File: src/rtl/seq_pattern_tx.sv
// seq_pattern_tx: serial bit-pattern transmitter.
// Sends a latched MSB-first frame on x_out, one bit every bit_div+1 clocks.
// Frames can be repeated, with a one-bit-period idle gap between them.
module seq_pattern_tx #(
  parameter int unsigned MAX_LEN = 8,
  parameter int unsigned DIV_W   = 8,
  localparam int unsigned LW     = $clog2(MAX_LEN + 1)
) (
  input  logic               clk,
  input  logic               rst,
  input  logic               ena,
  input  logic               start,
  input  logic               abort,
  input  logic [MAX_LEN-1:0] pattern,
  input  logic [LW-1:0]      len,
  input  logic [3:0]         repeat_cnt,
  input  logic [DIV_W-1:0]   bit_div,
  output logic               x_out,
  output logic               x_valid,
  output logic               busy,
  output logic               done
);

  typedef enum logic [1:0] {
    S_IDLE,
    S_SEND,
    S_GAP,
    S_DONE
  } state_t;

  state_t             state_q, state_d;
  logic [DIV_W-1:0]   div_q, div_d;
  logic [LW-1:0]      idx_q, idx_d;
  logic [3:0]         frm_q, frm_d;
  logic [MAX_LEN-1:0] pat_q, pat_d;
  logic [LW-1:0]      len_q, len_d;
  logic [DIV_W-1:0]   bdiv_q, bdiv_d;
  logic               x_q, x_d;
  logic               xv_q, xv_d;
  logic               busy_q, busy_d;
  logic               done_q, done_d;

  logic               len_ok;
  logic               wrap;
  logic [MAX_LEN-1:0] pat_sh;

  // Next-state, counter and output decode; everything holds while ena is low.
  always_comb begin
    state_d = state_q;
    div_d   = div_q;
    idx_d   = idx_q;
    frm_d   = frm_q;
    pat_d   = pat_q;
    len_d   = len_q;
    bdiv_d  = bdiv_q;

    len_ok  = (len != '0) && (len <= LW'(MAX_LEN));
    wrap    = (div_q == bdiv_q);

    unique case (state_q)
      S_IDLE: begin
        if (start && !abort && len_ok) begin
          state_d = S_SEND;
          pat_d   = pattern;
          len_d   = len;
          frm_d   = repeat_cnt;
          bdiv_d  = bit_div;
          div_d   = '0;
          idx_d   = len - LW'(1);
        end
      end
      S_SEND: begin
        if (abort) begin
          state_d = S_IDLE;
          div_d   = '0;
          idx_d   = '0;
          frm_d   = '0;
        end else if (wrap) begin
          div_d = '0;
          if (idx_q == '0) begin
            state_d = (frm_q != '0) ? S_GAP : S_DONE;
          end else begin
            idx_d = idx_q - LW'(1);
          end
        end else begin
          div_d = div_q + DIV_W'(1);
        end
      end
      S_GAP: begin
        if (abort) begin
          state_d = S_IDLE;
          div_d   = '0;
          idx_d   = '0;
          frm_d   = '0;
        end else if (wrap) begin
          state_d = S_SEND;
          div_d   = '0;
          idx_d   = len_q - LW'(1);
          frm_d   = frm_q - 4'd1;
        end else begin
          div_d = div_q + DIV_W'(1);
        end
      end
      S_DONE: begin
        state_d = S_IDLE;
      end
      default: begin
        state_d = S_IDLE;
      end
    endcase

    // Outputs are decoded from the next state so the registered outputs
    // line up with the state they describe, without any input-to-output path.
    pat_sh = pat_d >> idx_d;
    x_d    = (state_d == S_SEND) && pat_sh[0];
    xv_d   = (state_d == S_SEND);
    busy_d = (state_d == S_SEND) || (state_d == S_GAP);
    done_d = (state_d == S_DONE);
  end

  // State, counters, latched configuration and registered outputs.
  always_ff @(posedge clk or posedge rst) begin
    if (rst) begin
      state_q <= S_IDLE;
      div_q   <= '0;
      idx_q   <= '0;
      frm_q   <= '0;
      pat_q   <= '0;
      len_q   <= '0;
      bdiv_q  <= '0;
      x_q     <= 1'b0;
      xv_q    <= 1'b0;
      busy_q  <= 1'b0;
      done_q  <= 1'b0;
    end else if (ena) begin
      state_q <= state_d;
      div_q   <= div_d;
      idx_q   <= idx_d;
      frm_q   <= frm_d;
      pat_q   <= pat_d;
      len_q   <= len_d;
      bdiv_q  <= bdiv_d;
      x_q     <= x_d;
      xv_q    <= xv_d;
      busy_q  <= busy_d;
      done_q  <= done_d;
    end
  end

  assign x_out   = x_q;
  assign x_valid = xv_q;
  assign busy    = busy_q;
  assign done    = done_q;

endmodule

File: config.mk
export PLATFORM = sky130hd
export DESIGN_NAME = seq_pattern_tx
export DESIGN_NICKNAME = d
export VERILOG_FILES = /design/src/rtl/seq_pattern_tx.sv
export SDC_FILE = /design/constraint.sdc
export NUM_CORES = 1
export LEC_CHECK = 0
export BUFFER_PORTS_ARGS = -buffer_cell sky130_fd_sc_hd__clkbuf_2
export CAP_MARGIN = 25
export CORE_MARGIN = 2
export CORE_UTILIZATION = 45
export DETAILED_ROUTE_END_ITERATION = 10
export GPL_TIMING_DRIVEN = 0
export SYNTH_ARGS = -nofsm -noshare
export SYNTH_HDL_FRONTEND = slang
export SYNTH_SLANG_ARGS = --single-unit
File: constraint.sdc
create_clock -name clk -period 3.8 [get_ports clk]
set_input_delay 0.57 -clock clk [delete_from_list [all_inputs] [get_ports clk]]
set_output_delay 0.57 -clock clk [all_outputs]
set_load 0.05 [all_outputs]
### Yosys cells after proc, flatten, opt, wreduce, memory -nomap -nowiden

Index checks and enable logic that the tools add are counted.

| cells by class | value |
|---|---|
| reductions and logical operators | 16 |
| equal/unequal tests | 10 |
| shift-type cells | 1 |
| add/subtract/negate cells | 5 |
| order comparisons | 1 |
| multiplexer cells | 26 |

Operators with widths:

| cell | number |
|---|---|
| $mux W4 | 10 |
| $mux W8 | 5 |
| $pmux W4 S3 | 2 |
| $pmux W8 S2 | 1 |
| $sub A4 B1 Y4 const B | 4 |
| $mux W2 | 6 |
| $add A8 B1 Y8 const B | 1 |
| $eq A2 B2 Y1 const B | 4 |
| $eq A8 B8 Y1 | 1 |
| $pmux W2 S4 | 1 |
| $reduce_bool A4 Y1 | 2 |
| $shr A8 B4 Y1 | 1 |
| $reduce_and A3 Y1 | 2 |
| $reduce_and A5 Y1 | 1 |
| $eq A2 B1 Y1 const B | 2 |
| $le A4 B4 Y1 const B | 1 |
| $logic_and A1 B1 Y1 | 4 |
| $logic_not A4 Y1 | 1 |
| $ne A2 B2 Y1 const B | 2 |
| $ne A3 B3 Y1 const B | 1 |
| $reduce_bool A3 Y1 | 1 |
| $logic_not A2 Y1 | 1 |
| $reduce_bool A2 Y1 | 1 |
| $reduce_or A2 Y1 | 1 |
| 3 further kinds | 3 |

| word-level totals | value |
|---|---|
| bits of input ports | 29 |
| flip-flop bits (word level) | 42 |
| output and inout bits | 4 |
| logic and storage cells | 70 |

### Depth between registers and ports, before layout

Gate-level depths: netlist (run 1).

| logic depth | value |
|---|---|
| word-level depth | 8 |
| gate-level depth with buffers | 13 |
| depth with buffers taken out | 12 |

### Worst setup path after synthesis (run 1)

No wires, ideal clock.

| timing path | value |
|---|---|
| path type | input to register |
| start point | in len[0] |
| end point | reg x_q, in the netlist x_out |
| setup time | 0.071 ns |
| slack | 0.784 ns |
| required time | 3.729 ns |
| arrival time | 2.944 ns |
| cell stages on the path | 12 |
| path buffers | 1 |
| cell sequence | inv_1 ha_1 nor2b_2 xnor2_2 nand3_2 o31ai_1 o22ai_2 buf_6 mux2i_1 mux4_2 or3_1 nand4_1 |

| between the ends | value |
|---|---|
| longest elaborated chain between the ends | 7 |
| elaborated cells on any way between the ends | 14 |
| classes of those cells | 1 x add/sub; 1 x order compare; 1 x eq/ne; 1 x shift; 6 x mux; 4 x reduce/logical |

RTL lines:

| what | RTL line | RTL |
|---|---|---|
| start: declaration | 15 | `input logic [LW-1:0] len,` |
| $le A4 B4 Y1 / $reduce_bool A4 Y1 (equally long branches) | 57 | `len_ok = (len != '0) && (len <= LW'(MAX_LEN));` |
| $logic_and A1 B1 Y1 | 57 |  |
| $logic_and A1 B1 Y1 | 62 | `if (start && !abort && len_ok) begin` |
| $mux W4, or another cell as far along | 62 |  |
| $pmux W4 S3, or another cell as far along | 60 | `unique case (state_q)` |
| $shr A8 B4 Y1 / $eq A2 B1 Y1 (equally long branches) | 114, 115 |  |
| $logic_and A1 B1 Y1 * | 115 | `x_d = (state_d == S_SEND) && pat_sh[0];` |
| end signal: assignment | 131 | `x_q <= 1'b0;` |
| end signal: assignment | 143 | `x_q <= x_d;` |
| end: declaration | 38 | `logic x_q, x_d;` |

Every way passes the cells marked *; elsewhere a longest branch is shown, timed or not.
A chain may end at the register's enable or synchronous reset.

### Final worst setup path (run 1)

| timing path | value |
|---|---|
| start point | reg state_q[0] |
| end point | reg x_q, in the netlist x_out |

| between the ends | value |
|---|---|
| longest elaborated chain between the ends | 6 |
| elaborated cells on any way between the ends | 16 |
| classes of those cells | 4 x eq/ne; 1 x shift; 9 x mux; 2 x reduce/logical |

RTL lines:

| what | RTL line | RTL |
|---|---|---|
| start: declaration | 31 | `state_t state_q, state_d;` |
| start signal: assignment | 136 | `state_q <= state_d;` |
| parallel branches: the longest is 5 deep, another holds $shr A8 B4 Y1 | n/a |  |
| $logic_and A1 B1 Y1 * | 115 |  |

Mark *: on every way between the ends.

==> reports/summary.json, run 1 <==
{
  "outcome": {"value": "finished clean"},
  "design_area": {"value": 0.003078, "unit": "sq mm"},
  "tns": {"value": 0, "unit": "ns"},
  "drt_iter0_drc": {"value": 224},
  "root_buffer": {"value": "sky130_fd_sc_hd__clkbuf_8"},
  "synth_top_cells_by_count": {"value": "sky130_fd_sc_hd__dfrtp_1, sky130_fd_sc_hd__nand2_1, sky130_fd_sc_hd__nor2_1, sky130_fd_sc_hd__o21ai_0, sky130_fd_sc_hd__mux2_2"},
  "placement.setup.worst_slack": {"value": 0.2739, "unit": "ns"},
  "layout_setup_ws": {"value": 0.4520, "unit": "ns"},
  "hold_path.class": {"value": "primary input to asynchronous set/reset pin"},
  "fillers": {"value": 569},
  "timing.critical_path.to_type": {"value": "flop"},
  "drv_cap": {"value": 0},
  "skew": {"value": 0.009376, "unit": "ns"},
  "placeableCoreArea": {"value": 0.005886, "unit": "sq mm"},
  "fp-row-count": {"value": 28},
  "number_of_global_route_vias_before_repair": {"value": 2147},
  "holdBufCountCts": {"value": 0},
  "io-pin-count": {"value": 33},
  "netlist-cell-type-count": {"value": 51},
  "post_detailed_routing_wire_length": {"value": 6009, "unit": "microns"},
  "setup_viol_count_final": {"value": 0},
  "synthesis.yosys.warnings": {"value": 0},
  "cts_num_sinks": {"value": 42},
  "antennaDiodeCount": {"value": 0},
  "post_route_cells_drive_above_1_share": {"value": 0.2249},
  "syn-cell-area": {"value": 0.002709, "unit": "sq mm"},
  "powerDensity": {"value": 699.8, "unit": "mW/mm^2"},
  "largest_fanout_on_the_critical_path": {"value": 10},
  "cts-buffers-inserted": {"value": 5},
  "clock_period_minus_final_worst_setup_slack": {"value": 3.348, "unit": "ns"},
  "grt_use_total": {"value": 0.1979},
  "synth_area_leaders": {"value": "sky130_fd_sc_hd__dfrtp_1, sky130_fd_sc_hd__mux2_2, sky130_fd_sc_hd__ha_1, sky130_fd_sc_hd__o21ai_0, sky130_fd_sc_hd__xnor2_1"},
  "start_kind": {"value": "flop"},
  "grt_setup_unrepaired": {"value": "no"},
  "hpwl": {"value": 4628, "unit": "microns"},
  "power.static_leakage": {"value": 1.387, "unit": "nW"},
  "power.share.combinational": {"value": 0.500},
  "synth_seq_cells": {"value": 42},
  "grt_antenna_before_repair": {"value": 0},
  "cts_clock_pin_slew_for_the_worst_setup_and_hold_paths": {"value": 0.09, "unit": "ns"},
  "die_height": {"value": 81.59, "unit": "microns"},
  "clock_path_buffers": {"value": 2},
  "post_synth_edffs": {"value": 0},
  "switching_portion_of_total_power": {"value": 0.4211},
  "clk-insertion-delay-late": {"value": 0.30, "unit": "ns"},
  "worst_vdd_drop": {"value": 0.3061, "unit": "mV"},
  "area.growth.synth_to_final": {"value": 13.63, "unit": "%"},
  "number_of_nets_produced_by_synthesis": {"value": 330},
  "buffer_ports.inserted": {"value": 32},
  "globalRouteOverflowTotal": {"value": 0},
  "post_cts.resized_instances": {"value": 0},
  "floorplan.initialDensity": {"value": 0.4602},
  "grt_pass1_wl": {"value": 10220, "unit": "microns"},
  "dieArea": {"value": 0.006656, "unit": "sq mm"},
  "non_filler_instance_count_after_layout": {"value": 404},
  "placed_cells_incl_taps": {"value": 396},
  "tightest_slew": {"value": 0.6364, "unit": "ns"},
  "number_of_endpoints_with_negative_hold_slack_in_the_final_report": {"value": 0},
  "timing.critical_path.from": {"value": "state_q[0]$_DFFE_PP0P_"},
  "routabilityCongestion": {"value": 0.8946},
  "post_cts_repair_timing_setup_buffer_count": {"value": 0},
  "route.vias.total": {"value": 2237},
  "ctsHtreeMaxLevel": {"value": 2},
  "finish.net_count": {"value": 370},
  "yosysTopAreaCellShare": {"value": 0.3880},
  "worst-r2r-setup-slack": {"value": 0.45, "unit": "ns"},
  "r2r-start": {"value": "state_q[0]$_DFFE_PP0P_"},
  "rr_worst_depth": {"value": 10},
  "timing_max_transition_violations_final": {"value": 0},
  "worstSetupPathType": {"value": "flop to flop"},
  "die_x": {"value": 81.59, "unit": "microns"},
  "synthArstFlopShare": {"value": 1.000},
  "synth_area_leader_cell": {"value": "sky130_fd_sc_hd__dfrtp_1"},
  "routed_via_density": {"value": 5.537},
  "layout_worst_path_cycle_share": {"value": 0.8811},
  "sequentialPowerShare": {"value": 0.359},
  "worst_ep_required_time": {"value": 4.03, "unit": "ns"},
  "ys_seq_area_frac": {"value": 0.3880},
  "internal_power": {"value": 1.247, "unit": "mW"},
  "achievable-frequency": {"value": 298.7, "unit": "MHz"},
  "remaining_drc_errors": {"value": 0},
  "timing.max_slew.rel_slack": {"value": 0.5747},
  "syn-mean-instance-area": {"value": 9.406, "unit": "sq um"},
  "power.switching": {"value": 0.9071, "unit": "mW"},
  "detail_route.first_pass.iterations": {"value": 4},
  "post_synthesis_instance_total": {"value": 288},
  "postPlaceCellArea": {"value": 0.002983, "unit": "sq mm"},
  "p_clk_frac": {"value": 0.141},
  "yosys_most_used_dff": {"value": "sky130_fd_sc_hd__dfrtp_1"},
  "routed_wire_length_per_instance": {"value": 14.87, "unit": "microns"},
  "worst_setup_path_endpoint": {"value": "x_out$_DFFE_PP0P_"},
  "maximum_number_of_pins_on_one_net_before_global_route_repair": {"value": 27},
  "post_drt_antenna_nets": {"value": 0},
  "crit_arrival": {"value": 3.58, "unit": "ns"},
  "tritoncts": {"value": "yes"},
  "yosys.cell_count.top_type": {"value": "sky130_fd_sc_hd__dfrtp_1"},
  "reg2reg_to": {"value": "x_out$_DFFE_PP0P_"}
}
[layer usage]
metal / track usage / vias up / wire (microns)
met3: 0.02967 / 6 / 294
met1: 0.2943 / 1051 / 3023
met5: 0 / - / 0
met2: 0.3057 / 51 / 2633
li1: - / 1129 / -
met4: 0.04333 / 0 / 57
[worst min path at each step]
stage	startpoint	endpoint	slack (ns)	cells after the start
6_report	rst	frm_q[0]$_DFFE_PP0P_	0.23	2
5_1_grt	rst	frm_q[0]$_DFFE_PP0P_	0.25	2
4_1_cts	rst	frm_q[0]$_DFFE_PP0P_	0.25	2
3_5_place_dp	pat_q[6]$_DFFE_PP0P_	pat_q[6]$_DFFE_PP0P_	0.49	1
3_3_place_gp	frm_q[1]$_DFFE_PP0P_	frm_q[1]$_DFFE_PP0P_	0.49	2
2_1_floorplan	frm_q[1]$_DFFE_PP0P_	frm_q[1]$_DFFE_PP0P_	0.47	2
[worst max-delay path, stage by stage (launching register included)]
cell                        delay, ns
sky130_fd_sc_hd__dfrtp_1         0.44
sky130_fd_sc_hd__inv_1           0.14
sky130_fd_sc_hd__ha_1            0.22
sky130_fd_sc_hd__or3b_1          0.38
sky130_fd_sc_hd__a2111oi_1       0.65
sky130_fd_sc_hd__o22ai_2         0.21
sky130_fd_sc_hd__buf_6           0.20
sky130_fd_sc_hd__mux2i_1         0.13
sky130_fd_sc_hd__mux4_2          0.47
sky130_fd_sc_hd__or3_1           0.38
sky130_fd_sc_hd__nand4_1         0.07
[layout make-up]
type	instances	area, sq um	area share
Tap cell	75	93.84	0.03049
Sequential cell	42	1051	0.3415
Timing Repair Buffer	33	180.2	0.05854
Inverter	16	60.06	0.01951
Buffer	9	42.54	0.01382
Clock buffer	6	82.58	0.02683
Clock inverter	2	12.51	0.004065
Multi-Input combinational cell	221	1555	0.5053
[kinds of logic (layout without fill, tap and decap cells)]
group	count (synthesis)	in the layout	share of synthesized area
and+or+nand+nor	97	97	0.1852
muxes	27	27	0.1141
DFF	42	42	0.3880
adders and majority gates	13	13	0.06005
buffers and inverters	25	66	0.03788
AOI/OAI and AO/OA	71	71	0.1700
xor gates and xnor gates	13	13	0.04481
[cells in the final DEF, fill, tap and decap left out, types with 2 or more instances in the layout]
master,n
sky130_fd_sc_hd__dfrtp_1,42
sky130_fd_sc_hd__clkbuf_2,32
sky130_fd_sc_hd__nand2_1,25
sky130_fd_sc_hd__nor2_1,22
sky130_fd_sc_hd__o21ai_0,22
sky130_fd_sc_hd__mux2_2,21
sky130_fd_sc_hd__inv_1,15
sky130_fd_sc_hd__a21oi_1,14
sky130_fd_sc_hd__ha_1,13
sky130_fd_sc_hd__xnor2_1,12
sky130_fd_sc_hd__a211oi_1,8
sky130_fd_sc_hd__nand2b_1,6
sky130_fd_sc_hd__clkbuf_8,6
sky130_fd_sc_hd__nor2b_1,5
sky130_fd_sc_hd__clkbuf_1,5
sky130_fd_sc_hd__nand4_1,5
sky130_fd_sc_hd__nand3_1,5
sky130_fd_sc_hd__o31ai_1,5
sky130_fd_sc_hd__mux2i_1,5
sky130_fd_sc_hd__nor3_1,5
sky130_fd_sc_hd__a22oi_1,5
sky130_fd_sc_hd__and3_1,4
sky130_fd_sc_hd__or3b_1,3
sky130_fd_sc_hd__or3_1,3
sky130_fd_sc_hd__nor3b_1,3
sky130_fd_sc_hd__buf_1,2
sky130_fd_sc_hd__a311oi_1,2
sky130_fd_sc_hd__a31oi_1,2
sky130_fd_sc_hd__or2_2,2
sky130_fd_sc_hd__o2111ai_1,2
sky130_fd_sc_hd__and4_1,2
[power groups by stage]
stage	clock network (mW)	registers [mW]	logic (mW)
after detailed placement	0	0.780	1.07
after floorplan	0	0.792	0.800
after global routing	0.337	0.797	1.21
after CTS	0.317	0.772	1.08
after global placement	0	0.777	1.06
final	0.305	0.773	1.08
[state kept, by name, indices dropped and copies added, names as in the netlist, 2 cells and up]
signal,flops
bdiv_q,8
div_q,8
pat_q,8
frm_q,4
idx_q,4
len_q,4
state_q,2
[stage by stage]
step | hold slack [ns] | util | total power [mW]
floorplan | 0.4653 | - | 1.593
global placement | 0.4895 | 0.5034 | 1.835
detailed placement | 0.4938 | 0.5068 | 1.853
CTS | 0.2484 | 0.5230 | 2.169
global route | 0.2513 | 0.5230 | 2.341
finish | 0.2326 | 0.5230 | 2.154
No activity file was read; power rests on OpenSTA's default activity.
==> run 2, diff against run 1 <==
Settings changed: CORE_UTILIZATION 45 to 58, PLACE_DENSITY set to 0.8.
==> run 2 against run 1 <==
  * Clock power rose by 45%
  * Fmax fell by 2.7%
  * Count of clock-buffer cells in the layout did not move
  * Via count rose by 4.7%
  * Sequential power rose by 0.6%
  * Clock skew fell by 0.0028 ns
  * Final cell count fell by 5.9%
  * Global-route usage rose by 6.0 points
==> reports/summary.json, run 2 (same netlist as run 1, synthesis figures left out) <==
{
  "routed_via_density": {"value": 6.166, "change": "+11%"},
  "ctsHtreeMaxLevel": {"value": 2, "change": "unchanged"},
  "grt_pass1_wl": {"value": 10450, "unit": "microns", "change": "+2.3%"},
  "post_cts_repair_timing_setup_buffer_count": {"value": 0, "change": "unchanged"},
  "globalRouteOverflowTotal": {"value": 0, "change": "unchanged"},
  "grt_use_total": {"value": 0.2577, "change": "+0.05975"},
  "grt_setup_unrepaired": {"value": "no"},
  "clock_period_minus_final_worst_setup_slack": {"value": 3.440, "unit": "ns", "change": "+0.09232 ns"},
  "tightest_slew": {"value": 0.8779, "unit": "ns", "change": "+0.2415 ns"},
  "timing.max_slew.rel_slack": {"value": 0.4139, "change": "-0.1608"},
  "cts-buffers-inserted": {"value": 5, "change": "unchanged"},
  "floorplan.initialDensity": {"value": 0.6137, "change": "+0.1534"},
  "timing_max_transition_violations_final": {"value": 0, "change": "unchanged"},
  "outcome": {"value": "finished clean"},
  "number_of_endpoints_with_negative_hold_slack_in_the_final_report": {"value": 0, "change": "unchanged"},
  "route.vias.total": {"value": 2343, "change": "+4.7%"},
  "dieArea": {"value": 0.005233, "unit": "sq mm", "change": "-21%"},
  "io-pin-count": {"value": 33, "change": "unchanged"},
  "die_x": {"value": 72.34, "unit": "microns", "change": "-11%"},
  "root_buffer": {"value": "sky130_fd_sc_hd__clkbuf_8"},
  "finish.net_count": {"value": 369, "change": "-0.27%"},
  "grt_antenna_before_repair": {"value": 0, "change": "unchanged"},
  "placement.setup.worst_slack": {"value": 0.3390, "unit": "ns", "change": "+0.06510 ns"},
  "post_cts.resized_instances": {"value": 0, "change": "unchanged"},
  "design_area": {"value": 0.003077, "unit": "sq mm", "change": "about the same"},
  "largest_fanout_on_the_critical_path": {"value": 10, "change": "unchanged"},
  "fillers": {"value": 349, "change": "-39%"},
  "worstSetupPathType": {"value": "flop to flop"},
  "number_of_global_route_vias_before_repair": {"value": 2288, "change": "+6.6%"},
  "cts_num_sinks": {"value": 42, "change": "unchanged"},
  "routabilityCongestion": {"value": 0.9111, "change": "+1.8%"},
  "worst_ep_required_time": {"value": 4.03, "unit": "ns", "change": "about the same"},
  "crit_arrival": {"value": 3.68, "unit": "ns", "change": "+0.10 ns"},
  "layout_setup_ws": {"value": 0.3597, "unit": "ns", "change": "-0.09232 ns"},
  "area.growth.synth_to_final": {"value": 13.58, "unit": "%", "change": "about the same"},
  "buffer_ports.inserted": {"value": 32, "change": "unchanged"},
  "drv_cap": {"value": 0, "change": "unchanged"},
  "post_route_cells_drive_above_1_share": {"value": 0.2226, "change": "-0.002363"},
  "detail_route.first_pass.iterations": {"value": 5, "change": "+1"},
  "fp-row-count": {"value": 24, "change": "-14%"},
  "worst_vdd_drop": {"value": 0.3544, "unit": "mV", "change": "+16%"},
  "die_height": {"value": 72.34, "unit": "microns", "change": "-11%"},
  "maximum_number_of_pins_on_one_net_before_global_route_repair": {"value": 43, "change": "+59%"},
  "layout_worst_path_cycle_share": {"value": 0.9054, "change": "+0.02429"},
  "skew": {"value": 0.006530, "unit": "ns", "change": "-0.002846 ns"},
  "hpwl": {"value": 4508, "unit": "microns", "change": "-2.6%"},
  "clk-insertion-delay-late": {"value": 0.30, "unit": "ns", "change": "about the same"},
  "layout_commonest_cell": {"value": "sky130_fd_sc_hd__dfrtp_1"},
  "achievable-frequency": {"value": 290.7, "unit": "MHz", "change": "-2.7%"},
  "setup_viol_count_final": {"value": 0, "change": "unchanged"},
  "hold_path.class": {"value": "primary input to asynchronous set/reset pin"},
  "tritoncts": {"value": "yes"},
  "layout.cells.most_common_list": {"value": "sky130_fd_sc_hd__dfrtp_1, sky130_fd_sc_hd__clkbuf_2, sky130_fd_sc_hd__nand2_1"},
  "powerDensity": {"value": 756.5, "unit": "mW/mm^2", "change": "+8.1%"},
  "start_kind": {"value": "flop"},
  "placeableCoreArea": {"value": 0.004414, "unit": "sq mm", "change": "-25%"},
  "cts_clock_pin_slew_for_the_worst_setup_and_hold_paths": {"value": 0.08, "unit": "ns", "change": "about the same"},
  "rr_worst_depth": {"value": 10, "change": "unchanged"},
  "clock_path_buffers": {"value": 2, "change": "unchanged"},
  "antennaDiodeCount": {"value": 0, "change": "unchanged"},
  "remaining_drc_errors": {"value": 0, "change": "unchanged"},
  "routed_wire_length_per_instance": {"value": 16.20, "unit": "microns", "change": "+8.9%"},
  "postPlaceCellArea": {"value": 0.002934, "unit": "sq mm", "change": "-1.6%"},
  "timing.critical_path.to_type": {"value": "flop"},
  "post_drt_antenna_nets": {"value": 0, "change": "unchanged"},
  "drt_iter0_drc": {"value": 170, "change": "-24%"},
  "holdBufCountCts": {"value": 0, "change": "unchanged"},
  "post_detailed_routing_wire_length": {"value": 6157, "unit": "microns", "change": "+2.5%"},
  "power.static_leakage": {"value": 1.402, "unit": "nW", "change": "+1.1%"},
  "largest_registers": {"value": "bdiv_q x8, div_q x8, pat_q x8"},
  "tns": {"value": 0, "unit": "ns", "change": "unchanged"}
}
-- run 2: cell count changes in the layout (fill, tap and decap cells not counted), sizes merged --
| cell | delta |
|---|---|
| buf | -1 |
| bufinv | +2 |
| clkinv | -1 |
| clkinvlp | -1 |
-- run 2: per-stage QoR --
stage	instances	util	total power, mW	hold WS (ns)
floorplan	288	-	1.593	0.4653
global placement	372	0.6647	1.813	0.4861
detailed placement	372	0.6647	1.862	0.4941
CTS	380	0.6970	2.314	0.4843
global route	380	0.6970	2.496	0.5056
finish	380	0.6970	2.327	0.4349
-- run 2: layout make-up --
| type | instances | area (sq um) | area share |
|---|---|---|---|
| clock buffer | 6 | 82.58 | 0.02684 |
| sequential | 42 | 1051 | 0.3416 |
| clock inverter | 2 | 60.06 | 0.01952 |
| timing repair buffer | 32 | 160.2 | 0.05205 |
| tap | 52 | 65.06 | 0.02115 |
| multi-input combinational | 221 | 1555 | 0.5055 |
| inverter | 16 | 60.06 | 0.01952 |
| buffer | 9 | 42.54 | 0.01383 |
-- run 2: critical path, cell delays in order, from the launching register on --
cell and delay [ns]:
sky130_fd_sc_hd__dfrtp_1 0.44, sky130_fd_sc_hd__inv_1 0.14, sky130_fd_sc_hd__ha_1 0.24, sky130_fd_sc_hd__or3b_1 0.40, sky130_fd_sc_hd__a2111oi_1 0.66, sky130_fd_sc_hd__o22ai_2 0.23
sky130_fd_sc_hd__buf_6 0.21, sky130_fd_sc_hd__mux2i_1 0.11, sky130_fd_sc_hd__mux4_2 0.48, sky130_fd_sc_hd__or3_1 0.38, sky130_fd_sc_hd__nand4_1 0.07
-- run 2: path summary, 6_finish.rpt --
path | from | to | slack, ns
setup / recovery | state_q[0]$_DFFE_PP0P_ | x_out$_DFFE_PP0P_ | 0.36
hold / removal | rst | frm_q[0]$_DFFE_PP0P_ | 0.43
setup reg to reg | state_q[0]$_DFFE_PP0P_ | x_out$_DFFE_PP0P_ | 0.36
hold reg to reg | pat_q[7]$_DFFE_PP0P_ | pat_q[7]$_DFFE_PP0P_ | 0.51
max in group asynchronous | rst | pat_q[3]$_DFFE_PP0P_ | 2.81
min in group clk | bit_div[4] | bdiv_q[4]$_DFFE_PP0P_ | 0.50
-- run 2: layer usage --
metal  track usage  part of all wire
met1        0.3391              0.46
met2        0.4281              0.47
met3       0.04583             0.056
met4       0.09224             0.020
met5             0                 0
-- run 2: report_power, final --
part	internal (mW)	switching, mW	leakage [nW]	total (mW)
sequential	0.621	0.157	0.539	0.778
clock	0.280	0.160	0.0714	0.441
combinational	0.479	0.629	0.792	1.11
==> run 3, diff against run 2 <==
Settings changed: BUFFER_PORTS_ARGS -buffer_cell sky130_fd_sc_hd__clkbuf_2 to unset, CORE_UTILIZATION 58 to 64, DONT_BUFFER_PORTS set to 1.
==> run 3 against run 2 <==
  * Fmax rose by 3.6%
  * Power fell by 7.4%
  * Clock skew fell by 0.00050 ns
  * Worst setup slack improved by 0.12 ns
  * Largest power group unchanged
  * Highest routed layer unchanged
==> reports/summary.json, run 3 (same netlist as run 1, synthesis figures left out) <==
{
  "cts_num_sinks": {"value": 42, "change": "unchanged"},
  "sequentialPowerShare": {"value": 0.384, "change": "+0.050"},
  "layout.cells.most_common_list": {"value": "sky130_fd_sc_hd__dfrtp_1, sky130_fd_sc_hd__nand2_1, sky130_fd_sc_hd__nor2_1, sky130_fd_sc_hd__o21ai_0, sky130_fd_sc_hd__mux2_2"},
  "cts_clock_pin_slew_for_the_worst_setup_and_hold_paths": {"value": 0.08, "unit": "ns", "change": "about the same"},
  "layout_worst_path_cycle_share": {"value": 0.8735, "change": "-0.03181"},
  "routabilityCongestion": {"value": 0.9598, "change": "+5.3%"},
  "placement.setup.worst_slack": {"value": 0.4802, "unit": "ns", "change": "+0.1411 ns"},
  "switching_portion_of_total_power": {"value": 0.4140, "change": "+0.007237"},
  "route.vias.total": {"value": 2214, "change": "-5.5%"},
  "remaining_drc_errors": {"value": 0, "change": "unchanged"},
  "buffer_ports.inserted": {"value": 0, "change": "-100%"},
  "routed_wire_length_per_instance": {"value": 16.23, "unit": "microns", "change": "+0.18%"},
  "post_detailed_routing_wire_length": {"value": 5616, "unit": "microns", "change": "-8.8%"},
  "drt_iter0_drc": {"value": 191, "change": "+12%"},
  "outcome": {"value": "finished clean"},
  "layout_commonest_cell": {"value": "sky130_fd_sc_hd__dfrtp_1"},
  "fin_util": {"value": 0.7152, "change": "+0.01822"},
  "clock_period_minus_final_worst_setup_slack": {"value": 3.319, "unit": "ns", "change": "-0.1209 ns"},
  "grt_antenna_before_repair": {"value": 0, "change": "unchanged"},
  "dieArea": {"value": 0.004769, "unit": "sq mm", "change": "-8.9%"},
  "timing.max_slew.rel_slack": {"value": 0.4143, "change": "about the same"},
  "number_of_endpoints_with_negative_hold_slack_in_the_final_report": {"value": 0, "change": "unchanged"},
  "area.growth.synth_to_final": {"value": 6.374, "unit": "%"},
  "largest_fanout_on_the_critical_path": {"value": 10, "change": "unchanged"},
  "tightest_slew": {"value": 0.8773, "unit": "ns", "change": "-0.0005558 ns"},
  "post_route_cells_drive_above_1_share": {"value": 0.1385, "change": "-0.08405"},
  "layout_setup_ws": {"value": 0.4806, "unit": "ns", "change": "+0.1209 ns"},
  "worst_vdd_drop": {"value": 0.4649, "unit": "mV", "change": "+31%"},
  "power.share.combinational": {"value": 0.460, "change": "-0.016"},
  "tns": {"value": 0, "unit": "ns", "change": "unchanged"},
  "routed_via_density": {"value": 6.399, "change": "+3.8%"},
  "start_kind": {"value": "flop"},
  "grt_pass1_wl": {"value": 9984, "unit": "microns", "change": "-4.5%"},
  "largest_registers": {"value": "bdiv_q x8, div_q x8, pat_q x8"},
  "clk-insertion-delay-late": {"value": 0.30, "unit": "ns", "change": "about the same"},
  "detail_route.first_pass.iterations": {"value": 5, "change": "unchanged"},
  "finish.net_count": {"value": 337, "change": "-8.7%"},
  "cts-buffers-inserted": {"value": 5, "change": "unchanged"},
  "worstSetupPathType": {"value": "flop to flop"},
  "die_x": {"value": 69.06, "unit": "microns", "change": "-4.5%"},
  "power.static_leakage": {"value": 1.254, "unit": "nW", "change": "-11%"},
  "internal_power": {"value": 1.263, "unit": "mW", "change": "-8.5%"},
  "io-pin-count": {"value": 33, "change": "unchanged"},
  "drv_cap": {"value": 0, "change": "unchanged"},
  "die_height": {"value": 69.06, "unit": "microns", "change": "-4.5%"},
  "floorplan.initialDensity": {"value": 0.6724, "change": "+0.05870"},
  "globalRouteOverflowTotal": {"value": 0, "change": "unchanged"},
  "placeableCoreArea": {"value": 0.004029, "unit": "sq mm", "change": "-8.7%"},
  "hpwl": {"value": 4237, "unit": "microns", "change": "-6.0%"},
  "antennaDiodeCount": {"value": 0, "change": "unchanged"},
  "clock_path_buffers": {"value": 2, "change": "unchanged"},
  "fillers": {"value": 306, "change": "-12%"},
  "powerDensity": {"value": 748.1, "unit": "mW/mm^2", "change": "-1.1%"},
  "achievable-frequency": {"value": 301.3, "unit": "MHz", "change": "+3.6%"},
  "grt_setup_unrepaired": {"value": "no"},
  "skew": {"value": 0.006027, "unit": "ns", "change": "-0.0005029 ns"},
  "ctsHtreeMaxLevel": {"value": 2, "change": "unchanged"},
  "hold_path.class": {"value": "primary input to asynchronous set/reset pin"},
  "maximum_number_of_pins_on_one_net_before_global_route_repair": {"value": 43, "change": "unchanged"},
  "crit_arrival": {"value": 3.55, "unit": "ns", "change": "-0.13 ns"},
  "post_cts.resized_instances": {"value": 0, "change": "unchanged"},
  "tritoncts": {"value": "yes"},
  "post_cts_repair_timing_setup_buffer_count": {"value": 0, "change": "unchanged"},
  "fp-row-count": {"value": 23, "change": "-4.2%"},
  "timing.critical_path.to_type": {"value": "flop"},
  "root_buffer": {"value": "sky130_fd_sc_hd__clkbuf_8"},
  "worst_ep_required_time": {"value": 4.03, "unit": "ns", "change": "about the same"},
  "p_clk_frac": {"value": 0.156, "change": "-0.033"},
  "timing_max_transition_violations_final": {"value": 0, "change": "unchanged"},
  "power.switching": {"value": 0.8924, "unit": "mW", "change": "-5.7%"},
  "holdBufCountCts": {"value": 0, "change": "unchanged"},
  "grt_use_total": {"value": 0.2586, "change": "+0.0008640"},
  "number_of_global_route_vias_before_repair": {"value": 2150, "change": "-6.0%"},
  "setup_viol_count_final": {"value": 0, "change": "unchanged"},
  "post_drt_antenna_nets": {"value": 0, "change": "unchanged"}
}
run 3: changes by cell type in the layout (fill, tap and decap cells not counted):
cell / before / now
sky130_fd_sc_hd__clkbuf_8: 6 / 8
sky130_fd_sc_hd__bufinv_16: 2 / 0
sky130_fd_sc_hd__clkbuf_2: 32 / 0
run 3: power groups by stage:
| stage | Combinational (mW) | Sequential (mW) | Clock [mW] |
|---|---|---|---|
| after floorplan | 0.800 | 0.792 | 0 |
| after global placement | 0.951 | 0.827 | 0 |
| after detailed placement | 0.982 | 0.833 | 0 |
| after CTS | 0.987 | 0.826 | 0.339 |
| after global routing | 1.12 | 0.854 | 0.360 |
| final | 0.992 | 0.828 | 0.336 |
run 3: critical path, cell delays in order, from the launching register on:
cell,delay (ns)
sky130_fd_sc_hd__dfrtp_1,0.44
sky130_fd_sc_hd__inv_1,0.13
sky130_fd_sc_hd__ha_1,0.23
sky130_fd_sc_hd__or3b_1,0.38
sky130_fd_sc_hd__a2111oi_1,0.62
sky130_fd_sc_hd__o22ai_2,0.21
sky130_fd_sc_hd__buf_6,0.20
sky130_fd_sc_hd__mux2i_1,0.11
sky130_fd_sc_hd__mux4_2,0.49
sky130_fd_sc_hd__or3_1,0.38
sky130_fd_sc_hd__nand4_1,0.07
run 3: layer usage:
| layer | global-route usage | routed length (microns) |
|---|---|---|
| met5 | 0 | 0 |
| met4 | 0.06754 | 63 |
| met3 | 0.05848 | 375 |
| met2 | 0.3996 | 2546 |
| met1 | 0.3694 | 2631 |
run 3: final timing paths:
check	startpoint	to	slack, ns	cells past startpoint
worst max-delay path	state_q[0]$_DFFE_PP0P_	x_out$_DFFE_PP0P_	0.48	10
worst min-delay path	rst	div_q[6]$_DFFE_PP0P_	0.33	1
worst max register to register	state_q[0]$_DFFE_PP0P_	x_out$_DFFE_PP0P_	0.48	10
worst min register to register	pat_q[5]$_DFFE_PP0P_	pat_q[5]$_DFFE_PP0P_	0.51	1
max in group asynchronous	rst	pat_q[3]$_DFFE_PP0P_	2.92	1
min in group clk	bit_div[4]	bdiv_q[4]$_DFFE_PP0P_	0.42	1
run 3: area by class of cell:
class                           count  area (sq um)  share of cell area
Tap cell                           50         62.56             0.02171
Sequential cell                    42          1051              0.3647
Multi-Input combinational cell    221          1555              0.5397
Buffer                              9         42.54             0.01476
Inverter                           16         60.06             0.02084
Clock buffer                        8         110.1             0.03821
run 3: stage by stage:
stage                     power, mW  hold WS (ns)  area, sq um  std cells
after floorplan               1.593        0.4653         2709        288
after global placement        1.778        0.4876         2771        338
after detailed placement      1.816        0.4930         2771        338
after CTS                     2.152        0.3618         2882        346
after global routing          2.339        0.4030         2882        346
final                         2.156        0.3286         2882        346
